`src/rtl/rv32i_fetch_if.sv`:
```
// Fetch-stage bus bundle: instruction ROM port, consumer handshake, redirect input and fault flag.
interface rv32i_fetch_if #(
  parameter int unsigned IMEM_ADDR_W = 10
);
  logic                   imem_en;
  logic [IMEM_ADDR_W-1:0] imem_addr;
  logic [31:0]            imem_rdata;
  logic [31:0]            instr;
  logic [31:0]            instr_pc;
  logic                   instr_valid;
  logic                   instr_ready;
  logic                   redirect_valid;
  logic [31:0]            redirect_pc;
  logic                   fetch_fault;

  modport master (
    output imem_en, imem_addr, instr, instr_pc, instr_valid, fetch_fault,
    input  imem_rdata, instr_ready, redirect_valid, redirect_pc
  );

  modport slave (
    input  imem_en, imem_addr, instr, instr_pc, instr_valid, fetch_fault,
    output imem_rdata, instr_ready, redirect_valid, redirect_pc
  );
endinterface

```
`src/rtl/rv32i_fetch.sv`:
```
// RV32I instruction fetch: PC register, 1-cycle synchronous ROM read, 2-entry
// instruction queue with consumer stall, PC redirect and sticky misalignment fault.
module rv32i_fetch #(
  parameter logic [31:0] RESET_PC    = 32'h0000_0000,
  parameter int unsigned IMEM_ADDR_W = 10,
  parameter logic [31:0] NOP_INSTR   = 32'h0000_0013
) (
  input  logic           clk,
  input  logic           reset,
  rv32i_fetch_if.master  bus
);

  typedef enum logic {RUN = 1'b0, FAULT = 1'b1} state_t;

  typedef struct packed {
    logic [31:0] pc;
    logic [31:0] data;
  } entry_t;

  state_t      state_q, state_d;
  logic [31:0] pc_q, pc_d;
  logic [31:0] tag_q, tag_d;
  logic [1:0]  count_q, count_d;
  logic        inflight_q, inflight_d;
  logic        rd_q, rd_d;
  logic        wr_q, wr_d;
  logic        head_valid, pop, push, issue, out_valid;
  entry_t      fifo_q [2];
  entry_t      head;

  // State and control registers
  always_ff @(posedge clk) begin
    if (reset) begin
      state_q    <= RUN;
      pc_q       <= RESET_PC;
      tag_q      <= '0;
      count_q    <= '0;
      inflight_q <= 1'b0;
      rd_q       <= 1'b0;
      wr_q       <= 1'b0;
    end else begin
      state_q    <= state_d;
      pc_q       <= pc_d;
      tag_q      <= tag_d;
      count_q    <= count_d;
      inflight_q <= inflight_d;
      rd_q       <= rd_d;
      wr_q       <= wr_d;
    end
  end

  // Queue storage holds payload only; occupancy lives in count_q
  always_ff @(posedge clk) begin
    if (push) fifo_q[wr_q] <= entry_t'{pc: tag_q, data: bus.imem_rdata};
  end

  // Next-state: redirect beats issue/return; issue keeps queue + in-flight within 2
  always_comb begin
    state_d    = state_q;
    pc_d       = pc_q;
    tag_d      = tag_q;
    count_d    = count_q;
    inflight_d = inflight_q;
    rd_d       = rd_q;
    wr_d       = wr_q;
    pop        = 1'b0;
    push       = 1'b0;
    issue      = 1'b0;
    head_valid = (state_q == RUN) && (count_q != 2'd0);
    head       = fifo_q[rd_q];

    unique case (state_q)
      RUN: begin
        if (bus.redirect_valid) begin
          count_d    = '0;
          inflight_d = 1'b0;
          rd_d       = 1'b0;
          wr_d       = 1'b0;
          if (bus.redirect_pc[1:0] != 2'b00) state_d = FAULT;
          else                               pc_d    = bus.redirect_pc;
        end else begin
          pop        = head_valid & bus.instr_ready;
          push       = inflight_q;
          issue      = (3'(count_q) + 3'(inflight_q)) < (3'd2 + 3'(pop));
          inflight_d = issue;
          if (issue) begin
            tag_d = pc_q;
            pc_d  = pc_q + 32'd4;
          end
          count_d = count_q + 2'(push) - 2'(pop);
          rd_d    = rd_q ^ pop;
          wr_d    = wr_q ^ push;
        end
      end
      FAULT: begin
        count_d    = '0;
        inflight_d = 1'b0;
      end
    endcase
  end

  assign out_valid       = head_valid & ~reset;
  assign bus.imem_en     = issue & ~reset;
  assign bus.imem_addr   = pc_q[IMEM_ADDR_W+1:2];
  assign bus.instr_valid = out_valid;
  assign bus.instr       = out_valid ? head.data : NOP_INSTR;
  assign bus.instr_pc    = out_valid ? head.pc : 32'h0000_0000;
  assign bus.fetch_fault = (state_q == FAULT);

endmodule

```
`src/flat_wrapper.sv`:
```
// flat-port wrapper written by rule: the top's interface ports become plain ports
module rv32i_fetch_flat 
#(
  parameter logic [31:0] RESET_PC    = 32'h0000_0000,
  parameter int unsigned IMEM_ADDR_W = 10,
  parameter logic [31:0] NOP_INSTR   = 32'h0000_0013
)
  (clk, reset, bus_imem_en, bus_imem_addr, bus_instr, bus_instr_pc, bus_instr_valid, bus_fetch_fault, bus_imem_rdata, bus_instr_ready, bus_redirect_valid, bus_redirect_pc);
  rv32i_fetch_if #(.IMEM_ADDR_W(IMEM_ADDR_W)) bus_i ();
  input  logic clk;
  input  logic reset;
  output wire logic [$bits(bus_i.imem_en)-1:0] bus_imem_en;
  output wire logic [$bits(bus_i.imem_addr)-1:0] bus_imem_addr;
  output wire logic [$bits(bus_i.instr)-1:0] bus_instr;
  output wire logic [$bits(bus_i.instr_pc)-1:0] bus_instr_pc;
  output wire logic [$bits(bus_i.instr_valid)-1:0] bus_instr_valid;
  output wire logic [$bits(bus_i.fetch_fault)-1:0] bus_fetch_fault;
  input wire logic [$bits(bus_i.imem_rdata)-1:0] bus_imem_rdata;
  input wire logic [$bits(bus_i.instr_ready)-1:0] bus_instr_ready;
  input wire logic [$bits(bus_i.redirect_valid)-1:0] bus_redirect_valid;
  input wire logic [$bits(bus_i.redirect_pc)-1:0] bus_redirect_pc;
  assign bus_imem_en = bus_i.imem_en;
  assign bus_imem_addr = bus_i.imem_addr;
  assign bus_instr = bus_i.instr;
  assign bus_instr_pc = bus_i.instr_pc;
  assign bus_instr_valid = bus_i.instr_valid;
  assign bus_fetch_fault = bus_i.fetch_fault;
  assign bus_i.imem_rdata = bus_imem_rdata;
  assign bus_i.instr_ready = bus_instr_ready;
  assign bus_i.redirect_valid = bus_redirect_valid;
  assign bus_i.redirect_pc = bus_redirect_pc;
  rv32i_fetch #(.RESET_PC(RESET_PC), .IMEM_ADDR_W(IMEM_ADDR_W), .NOP_INSTR(NOP_INSTR)) u_core (.clk(clk), .reset(reset), .bus(bus_i));
endmodule
```
`config.mk`:
```
export PLATFORM = sky130hd
export DESIGN_NAME = rv32i_fetch_flat
export DESIGN_NICKNAME = d
export VERILOG_FILES = /design/src/rtl/rv32i_fetch_if.sv /design/src/rtl/rv32i_fetch.sv /design/src/flat_wrapper.sv
export SDC_FILE = /design/constraint.sdc
export NUM_CORES = 1
export LEC_CHECK = 0
export ABC_AREA = 1
export CAP_MARGIN = 25
export CORE_ASPECT_RATIO = 1.4
export CORE_MARGIN = 8
export CORE_UTILIZATION = 35
export CTS_BUF_LIST = sky130_fd_sc_hd__clkbuf_4 sky130_fd_sc_hd__clkbuf_8
export DETAILED_ROUTE_END_ITERATION = 10
export SETUP_SLACK_MARGIN = 0.2
export SYNTH_ARGS = -nofsm -noshare
export SYNTH_HDL_FRONTEND = slang
export SYNTH_SLANG_ARGS = --single-unit
```
`constraint.sdc`:
```
create_clock -name clk -period 6.01 [get_ports clk]
set_input_delay 0.9015 -clock clk [delete_from_list [all_inputs] [get_ports clk]]
set_output_delay 0.9015 -clock clk [all_outputs]
set_load 0.03 [all_outputs]
```
==> metrics.md <==
| Metric | Value |
|---|---|
| Fillers | `~2400` |
| Die footprint | `30200 um2` |
| Mapped Avg Cell Area | `approximately 9.2 um2` |
| Worst reg2reg path startpoint | `u_core.inflight_q` |
| Clock transition at path regs | `approximately 90 ps` |
| H-tree depth | `4` |
| Critical Path End Type | `output pin` |
| CTS tree | `yes` |
| Post-CTS Setup Inserts | `0` |
| Max cap viols | `0` |
| GPL Wtd Cong | `approximately 0.93` |
| WL per Instance | `~16 um` |
| Post-CTS Hold Buffers | `0` |
| DRT Wirelength | `21700 um` |
| Post-synth cell types | `36` |
| Top cells by count, synth | `nand2_1 (277), edfxtp_1 (128), a21oi_1 (112), nor2_1 (105), dfxtp_1 (71)` |
| Required time worst endpoint | `5110 ps` |
| WS Path Type | `in -> out` |
| Clock latency on the worst-skew pair | `around 450 ps` |
| Leading area contributor after synthesis | `edfxtp_1` |
| Status | `finished clean` |
| Setup_tns | `0 ps` |
| First-pass GRT wire length | `34100 um` |
| Syn nets | `a little over 1000` |
| Cell area after synthesis | `approximately 8700 um2` |
| Rows | `68` |
| Highest ir drop seen on vdd | `between 100 and 150 uV` |
| CP peak stage delay | `about 700 ps` |
| Clk buf depth | `2` |
| Die Width | `149 um` |
| Power Density | `between 200 and 300 nW/um2` |
| Number of enable flip-flop cells after synthesis | `about 130` |
| Final period utilization | `73.5%` |
| Core footprint | `about 25000 um2` |
| Count leader, synth | `nand2_1` |
| Routed Antenna Nets | `0` |
| DP Wirelength | `approximately 15000 um` |
| Total CTS buffers | `17` |
| Worst-case reg-to-reg path depth | `8` |
| Post-Synth XOR/XNOR Area | `less than 1%` |
| Post-synth top area share | `between 40 and 50%` |
| Final net count | `between 1000 and 1500` |
| Worst Skew | `16.2 ps` |
| Leak Pwr | `about 3.8 nW` |
| Total track usage | `14.4%` |
| FF-to-FF End | `u_core.pc_q[22]` |
| # port buffers | `roughly 140` |
| Initial Util | `35.4%` |
| IO Count | `145` |
| CTS resizes | `0` |
| DRT iter0 DRCs | `approximately 500` |
| Slew @ Worst Pin | `906 ps` |
| Drt via density | `~4.8` |
| CP max-delay cell | `clkdlybuf4s50_1` |
| Crit start category | `primary input` |
| Hold path start | `u_core.pc_q[1]` |
| Fin. Hold Viols | `0` |
| Post-synthesis adder-cell area fraction | `less than 1%` |
| Hold Path Sink | `u_core.pc_q[1]` |
| Vias in the first global route | `~6400` |
| Clock sinks | `just under 200` |
| Crit-path max FO | `51` |
| DRT Pass-1 Iters | `5` |
| Final setup fails | `0` |
| Post-Syn Instances | `about 940` |
| Peak Freq | `226 MHz` |
| #FFs+latches synth | `around 200` |
| Bufs and invs on worst path | `4` |
| Fin crit period | `between 4000 and 5000 ps` |
| Synth warn | `0` |
| Initial antenna violation count | `0` |
| Reg2reg setup slack | `approximately 3300 ps` |
| Share of layout cells above drive strength 1 | `under 10%` |
| Worst Hold Depth | `2` |
| Main combinational cell family by area after synthesis | `simple AND/OR/NAND/NOR gates` |
| Crit path max-delay family | `buffers and inverters` |
| RSZ-0062 raised after global routing | `no` |
| Slew HR | `between 30% and 40%` |
| Post-synth ARST share | `0%` |
| P&R area growth vs syn | `23.5%` |
| N_diodes | `0` |
| Sequential area share after synthesis | `between 60% and 70%` |
| Multiplexer share of the synthesized area | `0%` |
| Critical path, cell by cell | `clkdlybuf4s50_1, buf_4, inv_4, nand2_2, nor2_2, nand2_2, nor2_1, clkdlybuf4s50_1` |
| Pins Over Slew Limit | `0` |
| Synth top area cells | `edfxtp_1 (44%), dfxtp_1 (16%), nand2_1 (12%), a21oi_1 (6.5%), nor2_1 (4.5%)` |
| Ys flop type | `edfxtp_1` |
| Compound-Gate Fraction of Synth Area | `a little over a tenth` |
| Die Y | `~200 um` |
| HP Class | `reg -> reg` |
| Hold Slack | `around 460 ps` |
| Critical Path AT | `roughly 3500 ps` |
| CTS root buf | `clkbuf_8` |
| DRC Markers | `0` |
| Simple-gate share of the synthesized area | `22.0%` |
| Largest net degree at the start of global routing | `66` |
| Grt ovf | `0` |
| Total number of vias | `approximately 6600` |
-- metal layers --
layer | vias up | GRT usage, % | share of wire [%]
li1 | 3367 | - | -
met1 | 3068 | 16.5 | 42
met2 | 140 | 25.7 | 52
met3 | 18 | 2.93 | 4.4
met4 | 0 | 5.24 | 1.6
met5 | - | 0 | 0
-- registers in the layout, indices dropped and copies added, names as in the netlist, named ones only --
signal                  cells
u_core.count_q              2
u_core.pc_q                32
u_core.rd_q                 1
u_core.inflight_q           1
u_core.tag_q               32
u_core.bus.fetch_fault      1
u_core.wr_q                 1
u_core.fifo_q             128
-- cells in the final DEF, fill, tap and decap left out, drive strengths merged, types with 2 or more instances in the layout --
cell type      count
edfxtp           128
dfxtp             71
clkbuf            24
ha                 5
o21ai             51
nand2            286
inv               48
nand3             43
xnor2              3
o22ai              2
nand4              5
nor3b              2
nor2             116
bufinv             3
a21oi            120
buf                8
clkdlybuf4s50    144
clkinv             4
-- metrics by stage --
stage	utilization, %	worst slack, ps	cells	total power, W	instance area [um2]
after global routing	43.8	1420	1386	0.00282	10700
after detailed placement	42.0	1560	1354	0.00185	10300
after CTS	43.8	1560	1386	0.00274	10700
final	43.8	1590	1386	0.00270	10700
after global placement	42.0	1350	1353	0.00184	10300
after floorplan	-	1610	944	0.00174	8690
-- final cells by class --
class / count / area (um2) / share of cell area [%]
sequential: 199 / 5270 / 49.1
multi-input combinational: 640 / 2940 / 27.5
timing repair buffer: 152 / 1510 / 14.1
tap: 315 / 394 / 3.68
clock buffer: 24 / 293 / 2.73
inverter: 48 / 184 / 1.72
clock inverter: 8 / 125 / 1.17
-- cells by family (layout without fill, tap and decap cells) --
group	Yosys count	in the layout
DFF	199	199
xor gates and xnor gates	4	4
AOI/OAI and AO/OA	176	176
buffers and inverters	105	232
and+or+nand+nor	455	455
adders and majority gates	5	5
-- tightest hold or removal path: stages (launching register included) --
cell and delay, ps:
dfxtp_1 320, nand3_1 70, inv_1 30
-- how the worst max path moves through the flow --
stage | start | slack (ps) | depth (start not counted) | end
floorplan | bus_redirect_valid | 1610 | 3 | u_core.fifo_q[1][0]
global placement | reset | 1350 | 6 | bus_instr_pc[29]
detailed placement | bus_redirect_valid | 1560 | 8 | bus_imem_en
CTS | bus_redirect_valid | 1560 | 8 | bus_imem_en
global route | bus_redirect_valid | 1420 | 8 | bus_imem_en
finish | bus_redirect_valid | 1590 | 8 | bus_imem_en
-- where the power goes --
part / total, W / internal, W / leakage, nW / switching (W)
sequential: 0.00155 / 0.00151 / 1.74 / 0.0000458
combinational: 0.000260 / 0.000108 / 1.88 / 0.000152
clock: 0.000888 / 0.000452 / 0.216 / 0.000436
Power figures use the tool's default switching activity.
